--- src/rtl/mcpu_pkg.sv ---
// Shared constants for the multi-cycle MIPS-subset controller: state encodings,
// opcode/funct values, ALU operation codes, datapath mux selects and the
// control bundle passed from the decoder to the top level.
package mcpu_pkg;

    // State encodings (values are visible on the State port)
    localparam logic [5:0] S_IF     = 6'd0;
    localparam logic [5:0] S_ID     = 6'd1;
    localparam logic [5:0] S_EXE_R  = 6'd2;
    localparam logic [5:0] S_EXE_I  = 6'd3;
    localparam logic [5:0] S_ADDR   = 6'd4;
    localparam logic [5:0] S_MEM_LW = 6'd5;
    localparam logic [5:0] S_MEM_SW = 6'd6;
    localparam logic [5:0] S_WB_R   = 6'd7;
    localparam logic [5:0] S_WB_I   = 6'd8;
    localparam logic [5:0] S_WB_LW  = 6'd9;
    localparam logic [5:0] S_BR     = 6'd10;
    localparam logic [5:0] S_JMP    = 6'd11;
    localparam logic [5:0] S_ILL    = 6'd63;

    // Opcodes (IR[31:26])
    localparam logic [5:0] OP_RTYPE = 6'b000000;
    localparam logic [5:0] OP_ADDI  = 6'b001000;
    localparam logic [5:0] OP_ORI   = 6'b001101;
    localparam logic [5:0] OP_LW    = 6'b100011;
    localparam logic [5:0] OP_SW    = 6'b101011;
    localparam logic [5:0] OP_BEQ   = 6'b000100;
    localparam logic [5:0] OP_BNE   = 6'b000101;
    localparam logic [5:0] OP_J     = 6'b000010;

    // R-type funct codes (IR[5:0])
    localparam logic [5:0] FN_ADD = 6'b100000;
    localparam logic [5:0] FN_SUB = 6'b100010;
    localparam logic [5:0] FN_AND = 6'b100100;
    localparam logic [5:0] FN_OR  = 6'b100101;
    localparam logic [5:0] FN_SLT = 6'b101010;

    // ALU operation codes
    localparam logic [2:0] ALU_AND = 3'b000;
    localparam logic [2:0] ALU_OR  = 3'b001;
    localparam logic [2:0] ALU_ADD = 3'b010;
    localparam logic [2:0] ALU_SUB = 3'b110;
    localparam logic [2:0] ALU_SLT = 3'b111;

    // ALU B-operand select
    localparam logic [1:0] SRCB_B      = 2'b00;
    localparam logic [1:0] SRCB_FOUR   = 2'b01;
    localparam logic [1:0] SRCB_IMM    = 2'b10;
    localparam logic [1:0] SRCB_IMM_SH = 2'b11;

    // PC source select
    localparam logic [1:0] PCSRC_ALU    = 2'b00;
    localparam logic [1:0] PCSRC_ALUOUT = 2'b01;
    localparam logic [1:0] PCSRC_JUMP   = 2'b10;

    typedef struct packed {
        logic       pc_write;
        logic       ir_write;
        logic       iord;
        logic       mem_write;
        logic       reg_write;
        logic       reg_dst;
        logic       mem_to_reg;
        logic       alu_src_a;
        logic [1:0] alu_src_b;
        logic [1:0] pc_source;
        logic [2:0] alu_ctrl;
    } ctrl_t;

    // True for the five supported R-type functions
    function automatic logic funct_legal(input logic [5:0] f);
        return (f == FN_ADD) || (f == FN_SUB) || (f == FN_AND) ||
               (f == FN_OR)  || (f == FN_SLT);
    endfunction

    // ALU operation for an R-type funct; unsupported functs fall back to ADD
    function automatic logic [2:0] funct_alu(input logic [5:0] f);
        logic [2:0] a;
        case (f)
            FN_ADD:  a = ALU_ADD;
            FN_SUB:  a = ALU_SUB;
            FN_AND:  a = ALU_AND;
            FN_OR:   a = ALU_OR;
            FN_SLT:  a = ALU_SLT;
            default: a = ALU_ADD;
        endcase
        return a;
    endfunction

endpackage

--- src/rtl/mcpu_ctrl_decode.sv ---
// Moore control decoder: maps the current state (plus Op/Zero in the branch
// state and Mem_Ready in fetch) onto the datapath control bundle. While reset
// is held every write strobe is forced low so nothing in the datapath moves.
module mcpu_ctrl_decode
    import mcpu_pkg::*;
(
    input  logic [5:0] state,
    input  logic [5:0] op,
    input  logic [5:0] func,
    input  logic       zero,
    input  logic       mem_ready,
    input  logic       rst,
    output ctrl_t      ctrl
);

    // Per-state control decode with everything defaulting to 0
    always_comb begin
        ctrl = '0;
        case (state)
            S_IF: begin
                ctrl.alu_src_b = SRCB_FOUR;
                ctrl.alu_ctrl  = ALU_ADD;
                ctrl.pc_source = PCSRC_ALU;
                ctrl.ir_write  = mem_ready;
                ctrl.pc_write  = mem_ready;
            end
            S_ID: begin
                ctrl.alu_src_b = SRCB_IMM_SH;
                ctrl.alu_ctrl  = ALU_ADD;
            end
            S_EXE_R: begin
                ctrl.alu_src_a = 1'b1;
                ctrl.alu_src_b = SRCB_B;
                ctrl.alu_ctrl  = funct_alu(func);
            end
            S_EXE_I: begin
                ctrl.alu_src_a = 1'b1;
                ctrl.alu_src_b = SRCB_IMM;
                ctrl.alu_ctrl  = (op == OP_ORI) ? ALU_OR : ALU_ADD;
            end
            S_ADDR: begin
                ctrl.alu_src_a = 1'b1;
                ctrl.alu_src_b = SRCB_IMM;
                ctrl.alu_ctrl  = ALU_ADD;
            end
            S_MEM_LW: begin
                ctrl.iord = 1'b1;
            end
            S_MEM_SW: begin
                ctrl.iord      = 1'b1;
                ctrl.mem_write = 1'b1;
            end
            S_WB_R: begin
                ctrl.reg_write = 1'b1;
                ctrl.reg_dst   = 1'b1;
            end
            S_WB_I: begin
                ctrl.reg_write = 1'b1;
            end
            S_WB_LW: begin
                ctrl.reg_write  = 1'b1;
                ctrl.mem_to_reg = 1'b1;
            end
            S_BR: begin
                ctrl.alu_src_a = 1'b1;
                ctrl.alu_src_b = SRCB_B;
                ctrl.alu_ctrl  = ALU_SUB;
                ctrl.pc_source = PCSRC_ALUOUT;
                ctrl.pc_write  = ((op == OP_BEQ) &&  zero) ||
                                 ((op == OP_BNE) && !zero);
            end
            S_JMP: begin
                ctrl.pc_source = PCSRC_JUMP;
                ctrl.pc_write  = 1'b1;
            end
            default: ctrl = '0;
        endcase
        if (rst) begin
            ctrl.pc_write  = 1'b0;
            ctrl.ir_write  = 1'b0;
            ctrl.mem_write = 1'b0;
            ctrl.reg_write = 1'b0;
        end
    end

endmodule

--- src/rtl/mcpu_ctrl_fsm.sv ---
// Multi-cycle MIPS-subset control unit: state register, next-state logic,
// sticky Illegal flag and retired-instruction counter. Control outputs come
// from the mcpu_ctrl_decode instance.
module mcpu_ctrl_fsm
    import mcpu_pkg::*;
#(
    parameter int STATE_W = 6,
    parameter int CNT_W   = 32
) (
    input  logic               Clk,
    input  logic               Rst,
    input  logic [5:0]         Op,
    input  logic [5:0]         Func,
    input  logic               Zero,
    input  logic               Mem_Ready,
    output logic [STATE_W-1:0] State,
    output logic               PCWrite,
    output logic               IRWrite,
    output logic               IorD,
    output logic               MemWrite,
    output logic               RegWrite,
    output logic               RegDst,
    output logic               MemtoReg,
    output logic               ALUSrcA,
    output logic [1:0]         ALUSrcB,
    output logic [1:0]         PCSource,
    output logic [2:0]         ALUCtrl,
    output logic               Illegal,
    output logic [CNT_W-1:0]   InstCnt
);

    logic [5:0]       state_q, state_d;
    logic             illegal_q, illegal_d;
    logic [CNT_W-1:0] inst_cnt_q, inst_cnt_d;
    logic             retire;
    ctrl_t            ctrl;

    // State, flag and counter registers; reset wins over everything
    always_ff @(posedge Clk) begin
        if (Rst) begin
            state_q    <= S_IF;
            illegal_q  <= 1'b0;
            inst_cnt_q <= '0;
        end else begin
            state_q    <= state_d;
            illegal_q  <= illegal_d;
            inst_cnt_q <= inst_cnt_d;
        end
    end

    // Next-state selection; unused encodings fall back to fetch
    always_comb begin
        state_d = S_IF;
        case (state_q)
            S_IF:     state_d = Mem_Ready ? S_ID : S_IF;
            S_ID: begin
                case (Op)
                    OP_RTYPE:        state_d = S_EXE_R;
                    OP_ADDI, OP_ORI: state_d = S_EXE_I;
                    OP_LW, OP_SW:    state_d = S_ADDR;
                    OP_BEQ, OP_BNE:  state_d = S_BR;
                    OP_J:            state_d = S_JMP;
                    default:         state_d = S_ILL;
                endcase
            end
            S_EXE_R:  state_d = funct_legal(Func) ? S_WB_R : S_ILL;
            S_EXE_I:  state_d = S_WB_I;
            S_ADDR:   state_d = (Op == OP_LW) ? S_MEM_LW : S_MEM_SW;
            S_MEM_LW: state_d = Mem_Ready ? S_WB_LW : S_MEM_LW;
            S_MEM_SW: state_d = Mem_Ready ? S_IF : S_MEM_SW;
            S_WB_R, S_WB_I, S_WB_LW, S_BR, S_JMP: state_d = S_IF;
            S_ILL:    state_d = S_ILL;
            default:  state_d = S_IF;
        endcase
    end

    // Retirement counting and sticky illegal detection
    always_comb begin
        retire = 1'b0;
        case (state_q)
            S_WB_R, S_WB_I, S_WB_LW, S_BR, S_JMP: retire = 1'b1;
            S_MEM_SW:                             retire = Mem_Ready;
            default:                              retire = 1'b0;
        endcase
        inst_cnt_d = inst_cnt_q + (retire ? CNT_W'(1) : CNT_W'(0));
        illegal_d  = illegal_q | (state_d == S_ILL);
    end

    mcpu_ctrl_decode u_decode (
        .state     (state_q),
        .op        (Op),
        .func      (Func),
        .zero      (Zero),
        .mem_ready (Mem_Ready),
        .rst       (Rst),
        .ctrl      (ctrl)
    );

    assign State    = STATE_W'(state_q);
    assign PCWrite  = ctrl.pc_write;
    assign IRWrite  = ctrl.ir_write;
    assign IorD     = ctrl.iord;
    assign MemWrite = ctrl.mem_write;
    assign RegWrite = ctrl.reg_write;
    assign RegDst   = ctrl.reg_dst;
    assign MemtoReg = ctrl.mem_to_reg;
    assign ALUSrcA  = ctrl.alu_src_a;
    assign ALUSrcB  = ctrl.alu_src_b;
    assign PCSource = ctrl.pc_source;
    assign ALUCtrl  = ctrl.alu_ctrl;
    assign Illegal  = illegal_q;
    assign InstCnt  = inst_cnt_q;

endmodule

--- config.mk ---
export PLATFORM = sky130hd
export DESIGN_NAME = mcpu_ctrl_fsm
export DESIGN_NICKNAME = d
export VERILOG_FILES = /design/src/rtl/mcpu_pkg.sv /design/src/rtl/mcpu_ctrl_decode.sv /design/src/rtl/mcpu_ctrl_fsm.sv
export SDC_FILE = /design/constraint.sdc
export NUM_CORES = 1
export LEC_CHECK = 0
export BUFFER_PORTS_ARGS = -buffer_cell sky130_fd_sc_hd__buf_4
export CORE_UTILIZATION = 30
export DETAILED_ROUTE_END_ITERATION = 8
export PLACE_DENSITY = 0.59
export SKIP_LAST_GASP = 1
export SLEW_MARGIN = 20
export SYNTH_ARGS = -nofsm -noshare
export SYNTH_HDL_FRONTEND = slang
export SYNTH_SLANG_ARGS = --single-unit
--- constraint.sdc ---
create_clock -name Clk -period 5.3 [get_ports Clk]
set_input_delay 0.795 -clock Clk [delete_from_list [all_inputs] [get_ports Clk]]
set_output_delay 0.795 -clock Clk [all_outputs]
set_load 0.01 [all_outputs]
==> summary.md <==
| Metric | Value |
|---|---|
| Final Core Density | `0.415` |
| Comb pwr share | `0.321` |
| CORE AREA | `6940 µm²` |
| Tightest Pin Transition | `752 ps` |
| HP Class | `flop to flop` |
| Peak supply drop | `112 µV` |
| Reg2reg end | `InstCnt[26]` |
| Worst reg2reg path startpoint | `State[0]` |
| Mapped cell area | `2210 µm²` |
| Die W | `87.9 µm` |
| Final worst clock skew | `3.62 ps` |
| Synth area leader | `dfxtp_1` |
| PD cells | `294 nW/µm²` |
| Status | `finished clean` |
| Ys Warns | `0` |
| # Max-Cap Violations | `0` |
| Synth cell types | `44` |
| Via Count | `2126` |
| Yosys reg bits | `38` |
| CP max FO | `23` |
| WP data arrival | `2140 ps` |
| Sequential fraction of the synthesis area | `0.344` |
| Tmin final | `2930 ps` |
| Clock power frac | `0.241` |
| Post-synthesis cell count | `280` |
| Slew HR | `0.498` |
| Buf/Inv on CP | `1` |
| # DRC | `0` |
| Clk buf depth | `2` |
| Post-synth EDFFs | `0` |
| Ys flop type | `dfxtp_1` |
| Hold endpoint | `Illegal` |
| Setup TNS | `0 ps` |
| Worst-Skew Late Latency | `290 ps` |
| Fin nets | `358` |
| Pins Over Slew Limit | `0` |
| Max Fclk | `341 MHz` |
| FFs w/ async S/R, synth | `0` |
| Drt total wl | `5550 µm` |
| Vias/cell | `4.86` |
| CTS tree | `built` |
| Sequential share of power | `0.438` |
| Full die area | `7730 µm²` |
| Reg area | `761 µm²` |
| Antenna Nets Post-Route | `0` |
| CTS Sinks | `38` |
| FILL cells | `714` |
| Total CTS buffers | `5` |
| Routed WL per cell | `12.7 µm` |
| Antenna diodes | `0` |
| Synth Net Count | `298` |
| Top-area cell type share of the netlist area | `0.344` |
| All-Layer GR Usage | `0.148` |
| Global-route wire length before repair | `9000 µm` |
| Initial DRC count | `99` |
| Startpoint class of the critical path | `flop` |
| CP max stage delay | `810 ps` |
| Worst hold start | `Illegal` |
| Sw Ratio | `0.359` |
| RSZ-0062 raised after global routing | `no` |
| Die Ht | `87.9 µm` |
| Vias in the first global route | `1921` |
| Initial antenna violation count | `0` |
| Gpl congestion | `0.755` |
| Row cnt | `30` |
| Crit end category | `output port` |
| Final Hold Viols | `0` |
| Post-CTS Setup Repair Bufs | `0` |
| Leakage power | `1.22 nW` |
| Clock slew at reported path FFs | `70 ps` |
| IO Port Bufs | `69` |
| Largest net degree at the start of global routing | `38` |
| GR Overflow Total | `0` |
| Io pins | `70` |
| Critical Path RT | `4510 ps` |
| Leading cell type by number of instances after synthesis | `nor2_1` |
| Worst reg-to-reg path cell count | `9` |
| # setup viols final | `0` |
| Layout area overhead | `30.1%` |
| Crit path cell chain | `nand2b_1, nor3b_1, a31o_2, a31oi_1, nor4_1, buf_4` |
| Psw | `303 µW` |
| Post_cts resized | `0` |
| Avg Cell Area, Syn | `7.90 µm²` |
| H-tree depth | `2` |
| Total internal power | `543 µW` |
| Drt pass-1 iters | `4` |
| Critical path type | `flop to output port` |
| Clock root buffer | `clkbuf_8` |
| Hold_buf cts | `0` |
| HPWL after DPL | `3960 µm` |
| Starting Density | `0.319` |
| Reg-to-reg slack, setup | `2400 ps` |
| CP delay by family, top | `flip-flops` |
| Final critical-path share of the clock period | `0.553` |
| Share of cells above drive strength 1 | `0.255` |
| Synth cell count leaders | `nor2_1 (51), dfxtp_1 (38), xor2_1 (25)` |
| Worst Hold Depth | `2` |
| Slowest CP cell | `dfxtp_1` |
| Area of the multi-input gates | `1370 µm²` |
| Top area cells in the synthesized netlist | `dfxtp_1 (34%), xor2_1 (9.9%), nor2_1 (8.6%)` |
[logic make-up after synthesis]
| kind of cell | Yosys count | synth area share |
|---|---|---|
| fa+ha+maj | 2 | 0.0113 |
| xor+xnor | 32 | 0.127 |
| mux | 1 | 0.00452 |
| flops | 38 | 0.344 |
| buf+inv | 22 | 0.0390 |
| simple gates | 154 | 0.387 |
| compound gates | 31 | 0.0882 |
[layer usage]
layer | global-route usage | vias to the layer above | wire (µm)
li1 | - | 1089 | -
met1 | 0.184 | 977 | 2640
met2 | 0.250 | 55 | 2550
met3 | 0.0330 | 5 | 297
met4 | 0.0522 | 0 | 55
met5 | 0 | - | 0
[state kept, by name (all words and copies together) (netlist names)]
signal	flops
InstCnt	32
State	5
Illegal	1
[per-stage QoR]
stage / total power, mW / worst slack [ps] / hold slack, ps / std cells / area [µm²]
floorplan: 0.528 / 2540 / 484 / 280 / 2210
global placement: 0.648 / 2450 / 454 / 429 / 2790
detailed placement: 0.650 / 2390 / 462 / 429 / 2790
CTS: 0.856 / 2350 / 472 / 437 / 2880
global route: 0.904 / 2090 / 489 / 437 / 2880
finish: 0.846 / 2370 / 464 / 437 / 2880
[layout by cell type (no fill, tap or decap), types with 3 or more instances in the layout]
master    netlist  final
nand3_1        15     15
nor2_1         51     51
inv_1           6      6
dfxtp_1        38     38
nor4_4          3      3
buf_4           1     69
nor4_1          3      3
o21ai_0         6      6
nand2b_1        8      8
and4_1          3      3
and3_1          5      5
nor2b_1         5      5
nor3_1         14     14
clkbuf_8        0      6
xor2_1         25     25
nand4_1        10     10
nand2_1        18     18
nor3b_1         4      4
a21oi_1        11     11
xnor2_1         7      7
[tightest hold or removal path, delay by kind of cell, from the launching register on]
kind | cells | cell delay [ps]
flops | 1 | 310
compound gates | 1 | 60
buf+inv | 1 | 50
[power groups by stage]
stage / clock network (mW) / logic, mW / registers, mW
after global routing: 0.222 / 0.303 / 0.380
after detailed placement: 0 / 0.273 / 0.377
final: 0.204 / 0.272 / 0.371
after CTS: 0.211 / 0.275 / 0.371
after floorplan: 0 / 0.192 / 0.336
after global placement: 0 / 0.272 / 0.376
[how the worst max path moves through the flow]
stage / slack (ps) / end / cells past startpoint / start
4_1_cts: 2350 / PCWrite / 6 / State[1]
5_1_grt: 2090 / InstCnt[28] / 9 / State[0]
2_1_floorplan: 2540 / InstCnt[26] / 11 / State[0]
3_5_place_dp: 2390 / InstCnt[26] / 10 / Mem_Ready
3_3_place_gp: 2450 / InstCnt[26] / 10 / Mem_Ready
6_report: 2370 / PCWrite / 6 / State[2]
[final cells by class]
cell class              count  area share
clock inverters             1     0.00174
clock buffers               7      0.0300
well taps                  96      0.0417
repair buffers             69       0.180
multi-input cells         220       0.475
inverters                   6     0.00782
flip-flops and latches     38       0.264
Note: power is estimated with default switching activity, not from simulation.
